## config.mk

```make
export PLATFORM = sky130hd
export DESIGN_NAME = mac_accumulator
export DESIGN_NICKNAME = d
export VERILOG_FILES = /design/src/rtl/mac_pkg.sv /design/src/rtl/mac_mult.sv /design/src/rtl/mac_accumulator.sv
export SDC_FILE = /design/constraint.sdc
export NUM_CORES = 1
export LEC_CHECK = 0
export CAP_MARGIN = 15
export CORE_ASPECT_RATIO = 1.5
export CORE_UTILIZATION = 47
export DETAILED_ROUTE_END_ITERATION = 8
export PLACE_DENSITY = 0.84
export SLEW_MARGIN = 20
export SYNTH_ARGS = -nofsm -noshare
export SYNTH_HDL_FRONTEND = slang
export SYNTH_SLANG_ARGS = --single-unit
```

## constraint.sdc

```tcl
create_clock -name clk -period 4 [get_ports clk]
set_clock_uncertainty 0.2 [all_clocks]
set_input_delay 1.2 -clock clk [delete_from_list [all_inputs] [get_ports clk]]
set_output_delay 1.2 -clock clk [all_outputs]
set_load 0.02 [all_outputs]
```

## src/rtl/mac_pkg.sv

```systemverilog
// Shared definitions for the multiply-accumulate block: FSM state encoding and
// default operand/accumulator widths.
package mac_pkg;

    localparam int DATA_W = 4;
    localparam int ACC_W  = 2 * DATA_W + 1;

    typedef enum logic [1:0] {
        IDLE  = 2'd0,
        ACCUM = 2'd1,
        DONE  = 2'd2
    } state_t;

endpackage

```

## src/rtl/mac_mult.sv

```systemverilog
// Combinational unsigned multiplier producing the full-width product.
module mac_mult #(
    parameter int DATA_W = 4
) (
    input  logic [DATA_W-1:0]   a,
    input  logic [DATA_W-1:0]   b,
    output logic [2*DATA_W-1:0] prod
);

    assign prod = {{DATA_W{1'b0}}, a} * {{DATA_W{1'b0}}, b};

endmodule

```

## src/rtl/mac_accumulator.sv

```systemverilog
// Sums N_TERMS unsigned products per result with a valid/ready handshake on both
// sides; overflow flags any carry out of the accumulator during the sum.
module mac_accumulator #(
    parameter int DATA_W  = mac_pkg::DATA_W,
    parameter int ACC_W   = mac_pkg::ACC_W,
    parameter int N_TERMS = 4
) (
    input  logic              clk,
    input  logic              rst,
    input  logic              clr,
    input  logic              in_valid,
    output logic              in_ready,
    input  logic [DATA_W-1:0] a,
    input  logic [DATA_W-1:0] b,
    output logic              out_valid,
    input  logic              out_ready,
    output logic [ACC_W-1:0]  result,
    output logic              overflow
);

    import mac_pkg::state_t;
    import mac_pkg::IDLE;
    import mac_pkg::ACCUM;
    import mac_pkg::DONE;

    localparam int PW    = 2 * DATA_W;
    localparam int SW    = ((ACC_W > PW) ? ACC_W : PW) + 1;
    localparam int CNT_W = $clog2(N_TERMS + 1);

    // Wrapping add; the MSB of the return value is the carry out of bit ACC_W-1.
    function automatic logic [ACC_W:0] acc_add(input logic [ACC_W-1:0] acc_v,
                                               input logic [PW-1:0]    prod_v);
        logic [SW-1:0] s;
        s = SW'(acc_v) + SW'(prod_v);
        return {|s[SW-1:ACC_W], s[ACC_W-1:0]};
    endfunction

    state_t             state;
    logic [ACC_W-1:0]   acc;
    logic [CNT_W-1:0]   count;
    logic               ovf;
    logic [PW-1:0]      prod;
    logic [ACC_W:0]     sum_c;
    logic               accept;
    logic               last;

    mac_mult #(.DATA_W(DATA_W)) u_mult (
        .a    (a),
        .b    (b),
        .prod (prod)
    );

    assign sum_c  = acc_add(acc, prod);
    assign accept = in_valid && in_ready && !clr;
    assign last   = (count == CNT_W'(N_TERMS - 1));

    assign in_ready  = !rst && (state != DONE);
    assign out_valid = !rst && (state == DONE);
    assign result    = acc;
    assign overflow  = ovf;

    always_ff @(posedge clk) begin
        if (rst || clr) begin
            state <= IDLE;
            acc   <= '0;
            count <= '0;
            ovf   <= 1'b0;
        end else begin
            case (state)
                IDLE, ACCUM: begin
                    if (accept) begin
                        acc   <= sum_c[ACC_W-1:0];
                        ovf   <= ovf | sum_c[ACC_W];
                        count <= count + 1'b1;
                        state <= last ? DONE : ACCUM;
                    end
                end
                DONE: begin
                    // Handshake edge empties the block; no operand is taken on it.
                    if (out_ready) begin
                        state <= IDLE;
                        acc   <= '0;
                        count <= '0;
                        ovf   <= 1'b0;
                    end
                end
                default: begin
                    state <= IDLE;
                    acc   <= '0;
                    count <= '0;
                    ovf   <= 1'b0;
                end
            endcase
        end
    end

endmodule

```

==> flow_metrics.py <==
metrics = {
    "clocking": {
        "cts_buffer_depth": 2,
        "cts_sinks": 15,
        "cts_tree": "yes",
        "cts-root-buf": "clkbuf_8",
        "clk_latency_ns": 0.25,
        "path_clk_slew_ns": 0.06,
        "cts_made_buffers": 3,
        "cts_hold_buf": 0,
        "h-tree-depth": 1,
    },
    "run_status": {
        "outcome": "complete, but fails checks",
        "violations": "setup timing",
    },
    "setup_path": {
        "crit-reg2reg-launch": "result[6]",
        "crit_buf_inv": 5,
        "worstPathMaxFanout": 3,
        "worst_path_max_delay_cell": "fa_1",
        "path_class": "input port to register",
        "crit_family": "adder cells",
        "cp-end-kind": "register",
        "cp.required_ns": 3.92,
        "cpPeakStageDelay_ns": 0.51,
        "path_cells": "buf_8 -> buf_4 -> and2_4 -> fa_2 -> ha_4 -> inv_2 -> fa_1 -> inv_2 -> ha_4 -> buf_4 -> a21o_1 -> a21oi_2 -> o21ai_1 -> nor4b_2",
        "cp-start-kind": "input port",
        "startpoint": "b[3]",
        "arrival_ns": 3.92,
    },
    "global_routing": {
        "grt_first_pass_wirelength_um": 5851,
        "first_global_vias": 1446,
        "antenna_found_initial": 0,
        "overflow": 0,
        "grt_max_degree": 16,
        "grt_usage_pct": 24.58,
    },
    "cells_and_area": {
        "stdcell_count": 245,
        "multi_input_area_um2": 1117,
        "seq_area_um2": 300.3,
        "n_fill_cell": 203,
        "fin_nets": 249,
        "areaGrowthSynthToFinish_pct": 43.30,
        "layout-drive-gt1-share_pct": 29.13,
        "num_antenna_cells": 0,
    },
    "drt": {
        "viasPerCell": 5.404,
        "final_antenna_net_count": 0,
        "firstDrtPassIters": 4,
        "vias": 1324,
        "drt_iter0_markers": 30,
        "wire_per_inst_um": 15.44,
        "wl_um": 3783,
        "drc": 0,
    },
    "floorplanning": {
        "dieArea_um2": 3228,
        "boundaryPins": 25,
        "fp.dieW_um": 46.72,
        "die_h_um": 69.09,
        "start_util_pct": 48.91,
        "core-area_um2": 2883,
        "rows": 24,
    },
    "job": {
        "max-cap-violations": 0,
    },
    "placement": {
        "dp_cells": 238,
        "gp_congestion": 0.7767,
        "dp_hpwl_um": 2717,
        "port_buffers": 24,
        "pre_cts_ws_ns": -0.6775,
    },
    "timing": {
        "drv_slew": 0,
        "grt_setup_unrepaired": "true",
        "maxSlewHeadroom_pct": 63.73,
        "period_minus_slack_ns": 4.008,
        "tightest_slew_ns": 0.5440,
        "setup_viol": 1,
        "min_period_over_period_pct": 100.2,
        "hold_violations": 0,
        "layout_setup_ws_ns": -0.008431,
        "fmax_mhz": 249.5,
    },
    "logic_synthesis": {
        "synth_commonest_cells": "inv_1 (24), ha_1 (20), dfxtp_1 (15)",
        "synth_edf_count": 0,
        "ys_seq_elements": 15,
        "ys_seq_area_share_pct": 21.30,
        "synth.top_cell.area_share_pct": 21.30,
        "ys_types": 37,
        "synth_area_um2": 1410,
        "yosysTopAreaCell": "dfxtp_1",
        "synthArstFlopShare_pct": 0,
        "synth_most_common_cell": "inv_1",
        "synth_fp_nets": 205,
        "netlist_top_cells_area": "dfxtp_1 (21%), ha_1 (18%), fa_1 (13%), inv_1 (6.4%), and2_1 (5.3%)",
        "ys_warn_count": 0,
        "syn-instance-count": 163,
        "synth_ff_type": "dfxtp_1",
        "synth_area_per_cell_um2": 8.651,
    },
    "hold_path": {
        "hp-class": "register to register",
        "min_from": "count[1]",
    },
    "power_and_ir_drop": {
        "p_leak_nw": 0.8925,
        "powerDensity_nw_per_um2": 241.1,
        "peakVddDrop_uv": 205.2,
    },
}
through the flow:
stage                     setup TNS (ns)  cell area [um2]  hold slack [ns]  power, mW  utilization, %
after global placement            -3.766             1813           0.2429     0.3213           62.89
final                          -0.008431             2021           0.2731     0.4871           70.10
after floorplan                        0             1431           0.2356     0.2646               -
after detailed placement          -4.189             1813           0.2664     0.3306           62.89
after global routing             -0.2228             2021           0.3151     0.5189           70.10
after CTS                       -0.03318             1954           0.2745     0.4694           67.80
placed cells by master, fill, tap and decap left out, types with 2 or more instances in the layout:
cell type         n
dfxtp_1          15
clkbuf_8          3
a21oi_1          10
xnor2_1           2
fa_1              6
and2_4            4
a21o_1            3
a2111oi_0         2
nor3_1            3
buf_6             7
o21ai_0           2
inv_1            20
and2_1            8
nor2_1           12
fa_2              3
nand2_2           2
o21ai_1           2
ha_2              2
ha_1             14
a32o_1            2
ha_4              4
inv_2             4
buf_8             2
nand3b_1          5
a22oi_1           2
nand3_1           2
clkdlybuf4s50_1  16
buf_4            17
nand2_1           7
state kept, by name (all words and copies together), names as in the netlist:
signal    flops
count         3
overflow      1
result        9
state         2
tightest hold or removal path, stage by stage (launching register included):
cell and delay [ns]:
dfxtp_1 0.32, nand2_1 0.06, a21oi_1 0.05
path summary, 6_finish.rpt:
check	endpoint	slack [ns]	depth (start not counted)
max	overflow	-0.008	14
min	count[1]	0.27	2
max reg2reg	result[8]	1.50	8
min reg2reg	count[1]	0.27	2
power by group:
part | switching, mW | internal (mW) | leakage (nW)
sequential | 0.00336 | 0.153 | 0.121
combinational | 0.102 | 0.105 | 0.749
clock | 0.0531 | 0.0706 | 0.0228
total | 0.159 | 0.329 | 0.893
kinds of logic after synthesis:
kind of cell / after synthesis / share of synthesized area [%]
AND/OR/NAND/NOR: 53 / 20.94
AO/OA/AOI/OAI: 33 / 15.88
buffers and inverters: 29 / 8.873
adder cells (fa/ha/maj): 29 / 30.52
flip-flops: 15 / 21.30
XOR/XNOR: 4 / 2.485
final cells by class:
cell class / count / area share (%)
clock buffers: 4 / 2.229
well taps: 39 / 2.415
multi-input cells: 119 / 55.29
inverters: 24 / 4.458
repair buffers: 44 / 20.74
flip-flops and latches: 15 / 14.86
routing by layer:
metal / up-vias / GRT usage (%) / wire, um
li1: 642 / - / -
met1: 638 / 22.41 / 1359
met2: 35 / 47.69 / 2243
met3: 9 / 2.618 / 86
met4: 0 / 11.75 / 93
met5: - / 0 / 0
what timing repair did:
item,4_1_cts,5_1_grt
resized for setup,54,14
endpoints found under the setup margin,7,5
endpoints found under the hold margin,0,0
setup buffers,3,0
pin swaps,23,16
Note: power is estimated with default switching activity, not from simulation.
==> RTL edit (same flow settings) <==
Put one more register stage on the output `overflow`, without a reset. The value now appears one clock later. The other outputs are not delayed to match.
--- a/src/rtl/mac_accumulator.sv
+++ b/src/rtl/mac_accumulator.sv
@@ -57,7 +57,9 @@
     assign in_ready  = !rst && (state != DONE);
     assign out_valid = !rst && (state == DONE);
     assign result    = acc;
-    assign overflow  = ovf;
+    always_ff @(posedge clk) begin
+        overflow <= ovf;
+    end
 
     always_ff @(posedge clk) begin
         if (rst || clr) begin
Behaviour: not the same (a bounded check fails within 4 cycles, from zero or initial values).
==> RTL edit against the unedited design <==
The flow still finishes with violations (setup timing); register-to-register slack worse by 260 ps; setup slack worse by 330 ps; power is 19% higher; design area is 2.7% higher; sequential cell count is 1 higher; routed wire length is 5.3% higher; sequential share of layout area is 0.58 points higher; clock power is 15% higher; synthesized area is 0.80% lower; first-iteration DRC count is 80% higher.
==> RTL edit: results (changes against the unedited design) <==
Layout
  – Nets@finish: 250 (+0.40%)
  – Antenna cells: 0 (unchanged)
  – Number of fillers in the final layout: 196 (-3.4%)
  – Share of cells above drive strength 1: 0.2754 (-0.01590)

Routing
  – Detailed Route Iter0 Violations: 54 (+80%)
  – Final WL: 3984 um (+5.3%)
  – Routed vias: 1348 (+1.8%)

Power and ir drop
  – Peak VDD IR: 0.0003527 V (+72%)
  – Leakage Power: 0.9132 nW (+2.3%)

Placement
  – Port bufs: 24 (unchanged)
  – Dpl cell area: 0.001826 mm2 (+0.69%)
  – Post-DP HPWL: 2816 um (+3.6%)
  – Routability cong.: 0.8127 (+4.6%)

Global route
  – Vias in the first global route: 1413 (-2.3%)
  – Overall routing resource usage: 0.2780 (+0.03223)
  – First-pass GRT wire length: 6216 um (+6.2%)

Clock network
  – Worst-Skew Late Latency: 250 ps (about the same)

Logic synthesis
  – Synth cell types: 31 (-16%)
  – Commonest cells post-synth: 23 x inv_1, 20 x ha_1, 16 x dfxtp_1
  – Area contributors post-synth: dfxtp_1 23%, ha_1 18%, fa_1 13%
  – Sequential area share after synthesis: 0.2290 (+0.01603)
  – Post-Synthesis Net Count: 203 (-0.98%)
  – Post-synth EDFFs: 0 (unchanged)

Floorplanning
  – Core Area: 0.002763 mm2 (-4.2%)

Timing
  – TNS Setup: -1302 ps (-1294 ps)
  – Worst Tran Pin Value: 989.8 ps (+445.8 ps)
  – Final setup fails: 7 (+6)
  – Worst setup margin: -336.7 ps (-328.3 ps)

Status
  – Failing checks: setup timing
  – Status: finished, violations left
[RTL edit: cell count changes after synthesis, moves of 2 or more]
| cell | change |
|---|---|
| or2_2 | +2 |
| nor2_1 | -4 |
| nand3b_1 | -5 |
| a31oi_1 | +2 |
| nor4_1 | +2 |
| nor3_1 | +2 |
| buf_6 | -2 |
| nand2b_1 | +3 |
| o21ai_0 | +2 |
| nand3_1 | +4 |
[RTL edit: area by class of cell]
class / instances / area share
multi-input cells: 119 / 0.5464
repair buffers: 45 / 0.2087
clock buffers: 4 / 0.02654
inverters: 23 / 0.04162
well taps: 37 / 0.02232
flip-flops and latches: 16 / 0.1544
[RTL edit: worst paths after layout]
kind / startpoint / end / slack (ps) / cells past startpoint
worst max register to register: result[2] / ovf / 1240 / 7
worst max-delay path: b[3] / result[4] / -340 / 17
worst min register to register: ovf / overflow / 210 / 0
worst min-delay path: ovf / overflow / 210 / 0
[RTL edit: cell families after synthesis]
logic type      share of synthesized area
compound gates                     0.1547
xor+xnor                          0.02504
fa+ha+maj                          0.3077
buf+inv                           0.07334
flops                              0.2290
mux                              0.007156
simple gates                       0.2030
[RTL edit: routing by layer]
metal	part of all wire	track usage
met1	0.34	0.2544
met2	0.60	0.5712
met3	0.036	0.02083
met4	0.021	0.1250
met5	0	0
[RTL edit: power by group]
part	switching [mW]	leakage [nW]	internal, mW
Combinational	0.125	0.755	0.145
Clock	0.0552	0.0288	0.0873
Sequential	0.00313	0.129	0.162
[RTL edit: repair_timing]
action,4_1_cts,5_1_grt
endpoints found under the setup margin,7,7
resized for setup,64,6
pin swaps,27,13
setup buffers,5,1
hold endpoints to repair,0,0
hold buffers,0,0
[RTL edit: per-stage QoR]
stage,total power [mW],setup WS (ps),hold WS [ps],utilization,cells
final,0.5784,-336.7,205.2,0.7509,244
after global routing,0.6096,-492.5,207.4,0.7509,244
after CTS,0.5555,-339.0,201.7,0.7373,243
after detailed placement,0.3597,-1114,170.7,0.6608,236
after global placement,0.3488,-988.2,184.0,0.6608,236
after floorplan,0.2744,-318.0,162.9,-,161
[RTL edit: worst max-delay path, cell delays in order]
cell	delay [ps]
buf_8	80
nand2_4	50
fa_1	570
fa_1	460
fa_1	510
inv_2	50
ha_4	210
buf_4	130
buf_6	100
buf_6	110
o21ai_4	150
buf_4	130
buf_4	90
nor2_1	40
nor4_1	190
a21oi_1	90
nor2_1	140
